`src/rtl/serial_subtractor_pkg.sv`:
```
// serial_subtractor_pkg
//   Shared definitions for the bit-serial subtractor: FSM state encoding.
//   No ports.
package serial_subtractor_pkg;

  // 2'd3 is unused; the FSM treats it as illegal and returns to StIdle.
  typedef enum logic [1:0] {
    StIdle  = 2'd0,
    StShift = 2'd1,
    StDone  = 2'd2
  } state_e;

endpackage

```
`src/rtl/serial_subtractor_if.sv`:
```
// serial_subtractor_if
//   Request/result bundle for serial_subtractor.
//   Data_in_start   : request, accepted only while the unit is idle
//   Data_in_A/B     : minuend / subtrahend, sampled on the accepting edge
//   Data_in_Borrow  : borrow-in, sampled on the accepting edge
//   Data_out_Diff   : result register, updated only at completion
//   Data_out_Borrow : final borrow-out (1 = A < B + Borrow_in)
//   Data_out_busy   : high while the operation is shifting
//   Data_out_done   : one-cycle completion pulse
//   master drives the request side, slave (the subtractor) drives the results.
interface serial_subtractor_if #(
  parameter int unsigned WIDTH = 8
);
  logic             Data_in_start;
  logic [WIDTH-1:0] Data_in_A;
  logic [WIDTH-1:0] Data_in_B;
  logic             Data_in_Borrow;
  logic [WIDTH-1:0] Data_out_Diff;
  logic             Data_out_Borrow;
  logic             Data_out_busy;
  logic             Data_out_done;

  modport master (
    output Data_in_start, Data_in_A, Data_in_B, Data_in_Borrow,
    input  Data_out_Diff, Data_out_Borrow, Data_out_busy, Data_out_done
  );

  modport slave (
    input  Data_in_start, Data_in_A, Data_in_B, Data_in_Borrow,
    output Data_out_Diff, Data_out_Borrow, Data_out_busy, Data_out_done
  );
endinterface

```
`src/rtl/serial_subtractor_full_subtractor_cell.sv`:
```
// serial_subtractor_full_subtractor_cell
//   Combinational 1-bit full subtractor: d = a - b - bin, bout = borrow out.
//   i_a    : minuend bit
//   i_b    : subtrahend bit
//   i_bin  : borrow in
//   o_d    : difference bit
//   o_bout : borrow out
module serial_subtractor_full_subtractor_cell (
  input  logic i_a,
  input  logic i_b,
  input  logic i_bin,
  output logic o_d,
  output logic o_bout
);
  logic w_axb;

  assign w_axb  = i_a ^ i_b;
  assign o_d    = w_axb ^ i_bin;
  // Borrow when b exceeds a, or when a == b and a borrow is already pending.
  assign o_bout = (~i_a & i_b) | (~w_axb & i_bin);
endmodule

```
`src/rtl/serial_subtractor.sv`:
```
// serial_subtractor
//   Bit-serial unsigned subtractor, Diff = A - B - Borrow_in, one bit per clock, LSB first.
//   clk : rising-edge clock
//   rst : asynchronous active-high reset; discards any operation in flight
//   bus : serial_subtractor_if slave (request operands in, result/status out)
module serial_subtractor
  import serial_subtractor_pkg::*;
#(
  parameter int unsigned WIDTH = 8
) (
  input logic               clk,
  input logic               rst,
  serial_subtractor_if.slave bus
);
  localparam int unsigned CntW = $clog2(WIDTH);

  state_e           r_state;
  state_e           w_state_next;
  logic [CntW-1:0]  r_cnt;
  logic [WIDTH-1:0] r_a_sh;
  logic [WIDTH-1:0] r_b_sh;
  // Only the upper WIDTH-1 difference bits need storing; the newest bit comes from the cell.
  logic [WIDTH-1:1] r_d_sh;
  logic             r_br;
  logic [WIDTH-1:0] r_diff;
  logic             r_borrow;

  logic             w_d;
  logic             w_bo;
  logic             w_last;
  logic             w_accept;
  logic [WIDTH-1:0] w_d_sh_next;

  serial_subtractor_full_subtractor_cell u_cell (
    .i_a    (r_a_sh[0]),
    .i_b    (r_b_sh[0]),
    .i_bin  (r_br),
    .o_d    (w_d),
    .o_bout (w_bo)
  );

  assign w_last      = (r_cnt == CntW'(WIDTH - 1));
  assign w_accept    = (r_state == StIdle) && bus.Data_in_start;
  assign w_d_sh_next = {w_d, r_d_sh};

  // State register
  always_ff @(posedge clk or posedge rst) begin
    if (rst) begin
      r_state <= StIdle;
    end else begin
      r_state <= w_state_next;
    end
  end

  // Next-state logic
  always_comb begin
    w_state_next = r_state;
    case (r_state)
      StIdle:  if (bus.Data_in_start) w_state_next = StShift;
      StShift: if (w_last) w_state_next = StDone;
      StDone:  w_state_next = StIdle;
      default: w_state_next = StIdle;
    endcase
  end

  // Datapath: operand load, bit-serial shift, result capture at the final bit
  always_ff @(posedge clk or posedge rst) begin
    if (rst) begin
      r_cnt    <= '0;
      r_a_sh   <= '0;
      r_b_sh   <= '0;
      r_d_sh   <= '0;
      r_br     <= 1'b0;
      r_diff   <= '0;
      r_borrow <= 1'b0;
    end else if (w_accept) begin
      r_cnt  <= '0;
      r_a_sh <= bus.Data_in_A;
      r_b_sh <= bus.Data_in_B;
      r_br   <= bus.Data_in_Borrow;
    end else if (r_state == StShift) begin
      r_a_sh <= r_a_sh >> 1;
      r_b_sh <= r_b_sh >> 1;
      r_d_sh <= w_d_sh_next[WIDTH-1:1];
      r_br   <= w_bo;
      if (w_last) begin
        r_diff   <= w_d_sh_next;
        r_borrow <= w_bo;
      end else begin
        r_cnt <= r_cnt + CntW'(1);
      end
    end
  end

  // Outputs: decoded from registered state only
  always_comb begin
    bus.Data_out_Diff   = r_diff;
    bus.Data_out_Borrow = r_borrow;
    bus.Data_out_busy   = (r_state == StShift);
    bus.Data_out_done   = (r_state == StDone);
  end
endmodule

```
`src/flat_wrapper.sv`:
```
// flat-port wrapper written by rule: the top's interface ports become plain ports
module serial_subtractor_flat import serial_subtractor_pkg::*;
#(
  parameter int unsigned WIDTH = 8
)
  (clk, rst, bus_Data_in_start, bus_Data_in_A, bus_Data_in_B, bus_Data_in_Borrow, bus_Data_out_Diff, bus_Data_out_Borrow, bus_Data_out_busy, bus_Data_out_done);
  serial_subtractor_if #(.WIDTH(WIDTH)) bus_i ();
  input logic clk;
  input logic rst;
  input wire logic [$bits(bus_i.Data_in_start)-1:0] bus_Data_in_start;
  input wire logic [$bits(bus_i.Data_in_A)-1:0] bus_Data_in_A;
  input wire logic [$bits(bus_i.Data_in_B)-1:0] bus_Data_in_B;
  input wire logic [$bits(bus_i.Data_in_Borrow)-1:0] bus_Data_in_Borrow;
  output wire logic [$bits(bus_i.Data_out_Diff)-1:0] bus_Data_out_Diff;
  output wire logic [$bits(bus_i.Data_out_Borrow)-1:0] bus_Data_out_Borrow;
  output wire logic [$bits(bus_i.Data_out_busy)-1:0] bus_Data_out_busy;
  output wire logic [$bits(bus_i.Data_out_done)-1:0] bus_Data_out_done;
  assign bus_i.Data_in_start = bus_Data_in_start;
  assign bus_i.Data_in_A = bus_Data_in_A;
  assign bus_i.Data_in_B = bus_Data_in_B;
  assign bus_i.Data_in_Borrow = bus_Data_in_Borrow;
  assign bus_Data_out_Diff = bus_i.Data_out_Diff;
  assign bus_Data_out_Borrow = bus_i.Data_out_Borrow;
  assign bus_Data_out_busy = bus_i.Data_out_busy;
  assign bus_Data_out_done = bus_i.Data_out_done;
  serial_subtractor #(.WIDTH(WIDTH)) u_core (.clk(clk), .rst(rst), .bus(bus_i));
endmodule
```
`config.mk`:
```
export PLATFORM = sky130hd
export DESIGN_NAME = serial_subtractor_flat
export DESIGN_NICKNAME = d
export VERILOG_FILES = /design/src/rtl/serial_subtractor_pkg.sv /design/src/rtl/serial_subtractor_if.sv /design/src/rtl/serial_subtractor_full_subtractor_cell.sv /design/src/rtl/serial_subtractor.sv /design/src/flat_wrapper.sv
export SDC_FILE = /design/constraint.sdc
export NUM_CORES = 1
export LEC_CHECK = 0
export CAP_MARGIN = 20
export CORE_ASPECT_RATIO = 1.2
export CORE_MARGIN = 2
export CORE_UTILIZATION = 25
export DETAILED_ROUTE_END_ITERATION = 10
export PLACE_DENSITY = 0.48
export SYNTH_ARGS = -nofsm -noshare
export SYNTH_HDL_FRONTEND = slang
export SYNTH_SLANG_ARGS = --single-unit
```
`constraint.sdc`:
```
create_clock -name clk -period 2.5 [get_ports clk]
set_input_delay 0.75 -clock clk [delete_from_list [all_inputs] [get_ports clk]]
set_output_delay 0.75 -clock clk [all_outputs]
set_load 0.01 [all_outputs]
```
==> metrics.yaml <==
run_status:
  status: "finished clean"
synth:
  synth_fa_ha_area_share_pct: 2.39
  syn_area_um2: 1890
  ys_types: 27
  synth.area.top_cells: "dfrtp_1 50%, nor4b_1 7.4%, mux2_4 6.4%, a211oi_1 5.2%, nor3b_1 5.2%"
  yosys_most_used_dff: "dfrtp_1"
  synth-seq-cells: 38
  synthesis.nets: 176
  synth_edf_count: 0
  synth-seq-area-share_pct: 50.4
  async_flop_share_pct: 100
  synth_warnings: 0
  synthSimpleGateAreaFrac_pct: 17.7
  syn_inst: 153
  synth_xor_area_share_pct: 0
  netlist.area_leader.share_pct: 50.4
  synth_top_family_by_area: "simple AND/OR/NAND/NOR gates"
  yosys-mux-area-fraction_pct: 11.1
  syn_area_per_cell_um2: 12.3
  synth_area_leader_cell: "dfrtp_1"
  synth-compound-area-share_pct: 9.61
cts:
  htree_levels: 2
  clockBufferDepth: 2
  cts_resized: 0
  postCtsHoldBufs: 0
  root_buffer: "clkbuf_8"
  clock_latency_ns: 0.29
  postCtsSetupRepairBufs: 0
  cts_sinks: 38
  cts_made_buffers: 5
  tritoncts: "built"
  clkTransAtPathRegs_ns: 0.08
final_layout:
  layout-drive-gt1-share_pct: 16.8
  fillCellCount: 732
  layout.cells.non_filler: 275
  layout_common_cells: "38 x dfrtp_1, 30 x clkdlybuf4s50_1, 19 x inv_1, 16 x nor4b_1"
  finalNetCount: 207
  syn_to_final_growth_pct: 25.3
  final_common_cell: "dfrtp_1"
  antennaDiodeCount: 0
critical_path:
  worstPathArrival_ns: 1.43
  path_cells: "nor2b_1, clkdlybuf4s50_1"
  r2r-start: "u_core.r_cnt[0]"
  cp_max_fo: 4
  critPathKind: "register to output port"
  crit_start: "u_core.r_state[1]"
  crit_path_top_delay_cell: "clkdlybuf4s50_1"
  critical_path_buf_inv_count: 1
  endpoint_kind: "output port"
  worst_ep_required_time_ns: 1.75
  crit_path_start_kind: "register"
  cpPeakStageDelay_ns: 0.57
  critPathTopFamily: "buffers and inverters"
hold_path:
  hold_class: "register to register"
  min_from: "u_core.r_a_sh[7]"
timing:
  setup_violations: 0
  fin_crit_ns: 2.18
  final_hold_viol_count: 0
  setup_tns_ns: 0
  slew_viol_final: 0
  clock.fmax_ghz: 0.458
  tightestPinTransition_ns: 0.673
  finClkSkew_ns: 0.00608
  fin_crit_sh_pct: 87.3
  rsz0062_at_grt: "no"
  relSlewSlack_pct: 55.0
power_and_ir_drop:
  power_uw: 2720
  switching_share_pct: 31.4
  p_seq_share_pct: 39.6
  combPwrFrac_pct: 41.6
  peakVddDrop_uv: 452
  power.density_nw_per_um2: 1150
  p_leak_uw: 0.00105
  power.internal_uw: 1870
  clkPwrFrac_pct: 18.8
  switchingPower_uw: 856
floorplanning:
  fp-row-count: 34
  die_w_um: 83.3
  die-area_um2: 8270
  io_pins: 31
  fp.dieH_um: 99.2
  start_util_pct: 26.0
  core-area_um2: 7270
placement:
  routabilityCongestion: 0.668
  port_buffers: 30
  placedCellCount: 267
  dp_hpwl_um: 2470
grt:
  grt_pass1_vias: 1298
  grt_antenna_before_repair: 0
  grt_usage_pct: 9.75
  grt_max_degree: 39
  grt_pass1_wl_um: 6420
  grt-ovfl-total: 0
route:
  drt_iter0_markers: 53
  dr_wl_met3_um: 157
  wl_met1_um: 1800
  routedWlPerCell_um: 13.8
  topRoutingLayerUsed: "met4"
  num_vias: 1257
  avgViaCountPerCell: 4.57
  met2WireLength_um: 1820
  drtAntennaViolNets: 0
  drtPass1Iterations: 4
  drc: 0
  wl_um: 3800
flow_run:
  cap_violations: 0
## cells in the mapped netlist, types with 2 or more instances
library cell  count
a221oi_1          2
nor4b_1          16
and3_1            3
clkbuf_1          2
buf_6             5
nor3b_1          13
a211o_1           3
inv_1            19
dfrtp_1          38
ha_1              2
nor4bb_1          3
nor2b_1           2
a211oi_1         13
buf_2             5
mux2_2            7
mux2_4            8
nand2b_1          2
## kinds of logic after synthesis
group           Yosys count
fa+ha+maj                 3
compound gates           22
simple gates             42
mux                      16
flops                    38
buf+inv                  32
## worst register-to-register path, delay by kind of cell, from the launching register on
kind,cells,cell delay (ns)
flops,1,0.38
fa+ha+maj,2,0.43
simple gates,1,0.51
mux,1,0.48
## routing by layer
metal  global-route usage (%)  up-vias
li1                         -      610
met4                     3.40        0
met2                     15.6       27
met3                     3.15        2
met1                     12.4      618
met5                        0        -
## power by group through the flow
| stage | Sequential [uW] | Combinational (uW) | Clock (uW) |
|---|---|---|---|
| after floorplan | 1100 | 804 | 0 |
| after global placement | 1090 | 1140 | 0 |
| after detailed placement | 1100 | 1150 | 0 |
| after CTS | 1080 | 1160 | 538 |
| after global routing | 1120 | 1260 | 567 |
| final | 1080 | 1130 | 512 |
## state kept, by name (all words and copies together) (netlist names)
register / flops
u_core.bus.Data_out_Diff: 8
u_core.r_br: 1
u_core.r_d_sh: 7
u_core.r_a_sh: 8
u_core.r_b_sh: 8
u_core.r_cnt: 3
u_core.r_state: 2
u_core.bus.Data_out_Borrow: 1
## final timing paths
kind / end / slack, ns / depth (start not counted)
worst min-delay path: u_core.r_a_sh[7] / 0.49 / 1
worst max register to register: u_core.bus.Data_out_Diff[5] / 0.58 / 4
worst max-delay path: bus_Data_out_busy / 0.32 / 2
min in group asynchronous: u_core.r_b_sh[7] / 0.88 / 3
worst min register to register: u_core.r_a_sh[7] / 0.49 / 1
max in group asynchronous: u_core.r_a_sh[6] / 1.28 / 3
## stage by stage
stage	hold WS (ns)	setup slack (ns)	instance area, um2	util, %
after floorplan	0.451	0.768	1890	-
after global placement	0.469	0.451	2260	31.0
after CTS	0.496	0.282	2370	32.5
after detailed placement	0.477	0.430	2260	31.0
after global routing	0.516	0.211	2370	32.5
final	0.493	0.317	2370	32.5
## area by class of cell
type	instances	area (um2)	area share, %
Timing Repair Buffer	37	353	14.9
Clock buffer	5	68.8	2.91
Inverter	19	71.3	3.01
Multi-Input combinational cell	83	769	32.5
Clock inverter	3	40.0	1.69
Tap cell	90	113	4.76
Sequential cell	38	951	40.2
(Power assumes the default switching activity.)
==> RTL change: new RTL, same flow settings <==
`WIDTH` is set to 8 in 3 places; all go to 16.
--- a/src/rtl/serial_subtractor_if.sv
+++ b/src/rtl/serial_subtractor_if.sv
@@ -9,7 +9,7 @@
 //   Data_out_done   : one-cycle completion pulse
 //   master drives the request side, slave (the subtractor) drives the results.
 interface serial_subtractor_if #(
-  parameter int unsigned WIDTH = 8
+  parameter int unsigned WIDTH = 16
 );
   logic             Data_in_start;
   logic [WIDTH-1:0] Data_in_A;
--- a/src/rtl/serial_subtractor.sv
+++ b/src/rtl/serial_subtractor.sv
@@ -6,7 +6,7 @@
 module serial_subtractor
   import serial_subtractor_pkg::*;
 #(
-  parameter int unsigned WIDTH = 8
+  parameter int unsigned WIDTH = 16
 ) (
   input logic               clk,
   input logic               rst,
--- a/src/flat_wrapper.sv
+++ b/src/flat_wrapper.sv
@@ -1,7 +1,7 @@
 // flat-port wrapper written by rule: the top's interface ports become plain ports
 module serial_subtractor_flat import serial_subtractor_pkg::*;
 #(
-  parameter int unsigned WIDTH = 8
+  parameter int unsigned WIDTH = 16
 )
   (clk, rst, bus_Data_in_start, bus_Data_in_A, bus_Data_in_B, bus_Data_in_Borrow, bus_Data_out_Diff, bus_Data_out_Borrow, bus_Data_out_busy, bus_Data_out_done);
   serial_subtractor_if #(.WIDTH(WIDTH)) bus_i ();
Interface: changed (resized bus_Data_in_A, bus_Data_in_B and bus_Data_out_Diff); port bits go from 31 to 55. The function was not compared with the original's and may differ.
==> RTL change against the unedited design <==
Wire length rose by 88%. Count of clock-buffer cells in the layout grew 7. Synthesized area is 63% higher. Sequential cell count up 33. Design area is 72% higher. Power increased by 92%. Clock skew is 0.00091 ns lower. First-iteration DRC count rose to 2.7 times the old value. Worst setup slack worse by 0.17 ns. Critical endpoint is now bus_Data_out_done. Largest power group is now sequential cells. Highest routed layer unchanged.
==> RTL change: results (changes against the unedited design) <==
outcome finished, final reports clean (unchanged); met1 usage 16.2% (was 12.4%); Seq/Total Area, Yosys 57.7% (was 50.4%); CP Max Fanout 7 (was 4); Placed Cells 490 (was 267); largest net degree at the start of global routing 72 (was 39); CTS H-tree depth 3 (was 2); multiplexer share of the synthesized area 7.48% (was 11.1%); via count 2,330 (was 1,257); final instance area 4080 sq um (was 2370 sq um); TritonCTS buffer count 9 (was 5); Vias per Instance 4.60 (was 4.57); Netlist cell types 29 (was 27); Area contributors post-synth dfrtp_1 (58%), o22ai_1 (12%), nand2_1 (6.1%) (was dfrtp_1 (50%), nor4b_1 (7.4%), mux2_4 (6.4%)); Compound-Gate Fraction of Synth Area 19.6% (was 9.61%); area post-placement 3790 sq um (was 2260 sq um); share of layout cells above drive strength 1 12.5% (was 16.8%); Sw Share 34.5% (was 31.4%); global-route wire length before repair 12,100 um (was 6420 um); Syn Area/Cell 10.6 sq um (was 12.3 sq um); I/O Buffers 54 (was 30); Clock transition at path regs 0.06 ns (was 0.08 ns); post-synthesis adder-cell area fraction 1.06% (was 2.39%); Comb. pwr 1.89 mW (was 1.13 mW); LEAKAGE 1.77 nW (was 1.05 nW)
[RTL change: final cells by class]
cell class,count,share of cell area [%]
sequential,71,43.5
tap,161,4.94
multi-input combinational,187,28.4
clock inverter,4,1.10
clock buffer,12,6.04
inverter,9,0.920
timing repair buffer,62,15.0
[RTL change: worst paths after layout]
check                                  startpoint                           to  cells past startpoint  slack [ns]
worst max-delay path            u_core.r_state[1]            bus_Data_out_done                      3        0.14
worst min-delay path             u_core.r_d_sh[1]             u_core.r_d_sh[1]                      2        0.47
worst max register to register  u_core.r_state[0]  u_core.bus.Data_out_Diff[4]                      5        0.61
worst min register to register   u_core.r_d_sh[1]             u_core.r_d_sh[1]                      2        0.47
max in group asynchronous                     rst            u_core.r_b_sh[14]                      3        1.32
min in group asynchronous                     rst             u_core.r_a_sh[5]                      3        0.88
[RTL change: logic make-up after synthesis]
family / after synthesis
buffers and inverters: 32
AOI/OAI and AO/OA: 103
muxes: 18
DFF: 71
and+or+nand+nor: 64
adders and majority gates: 2
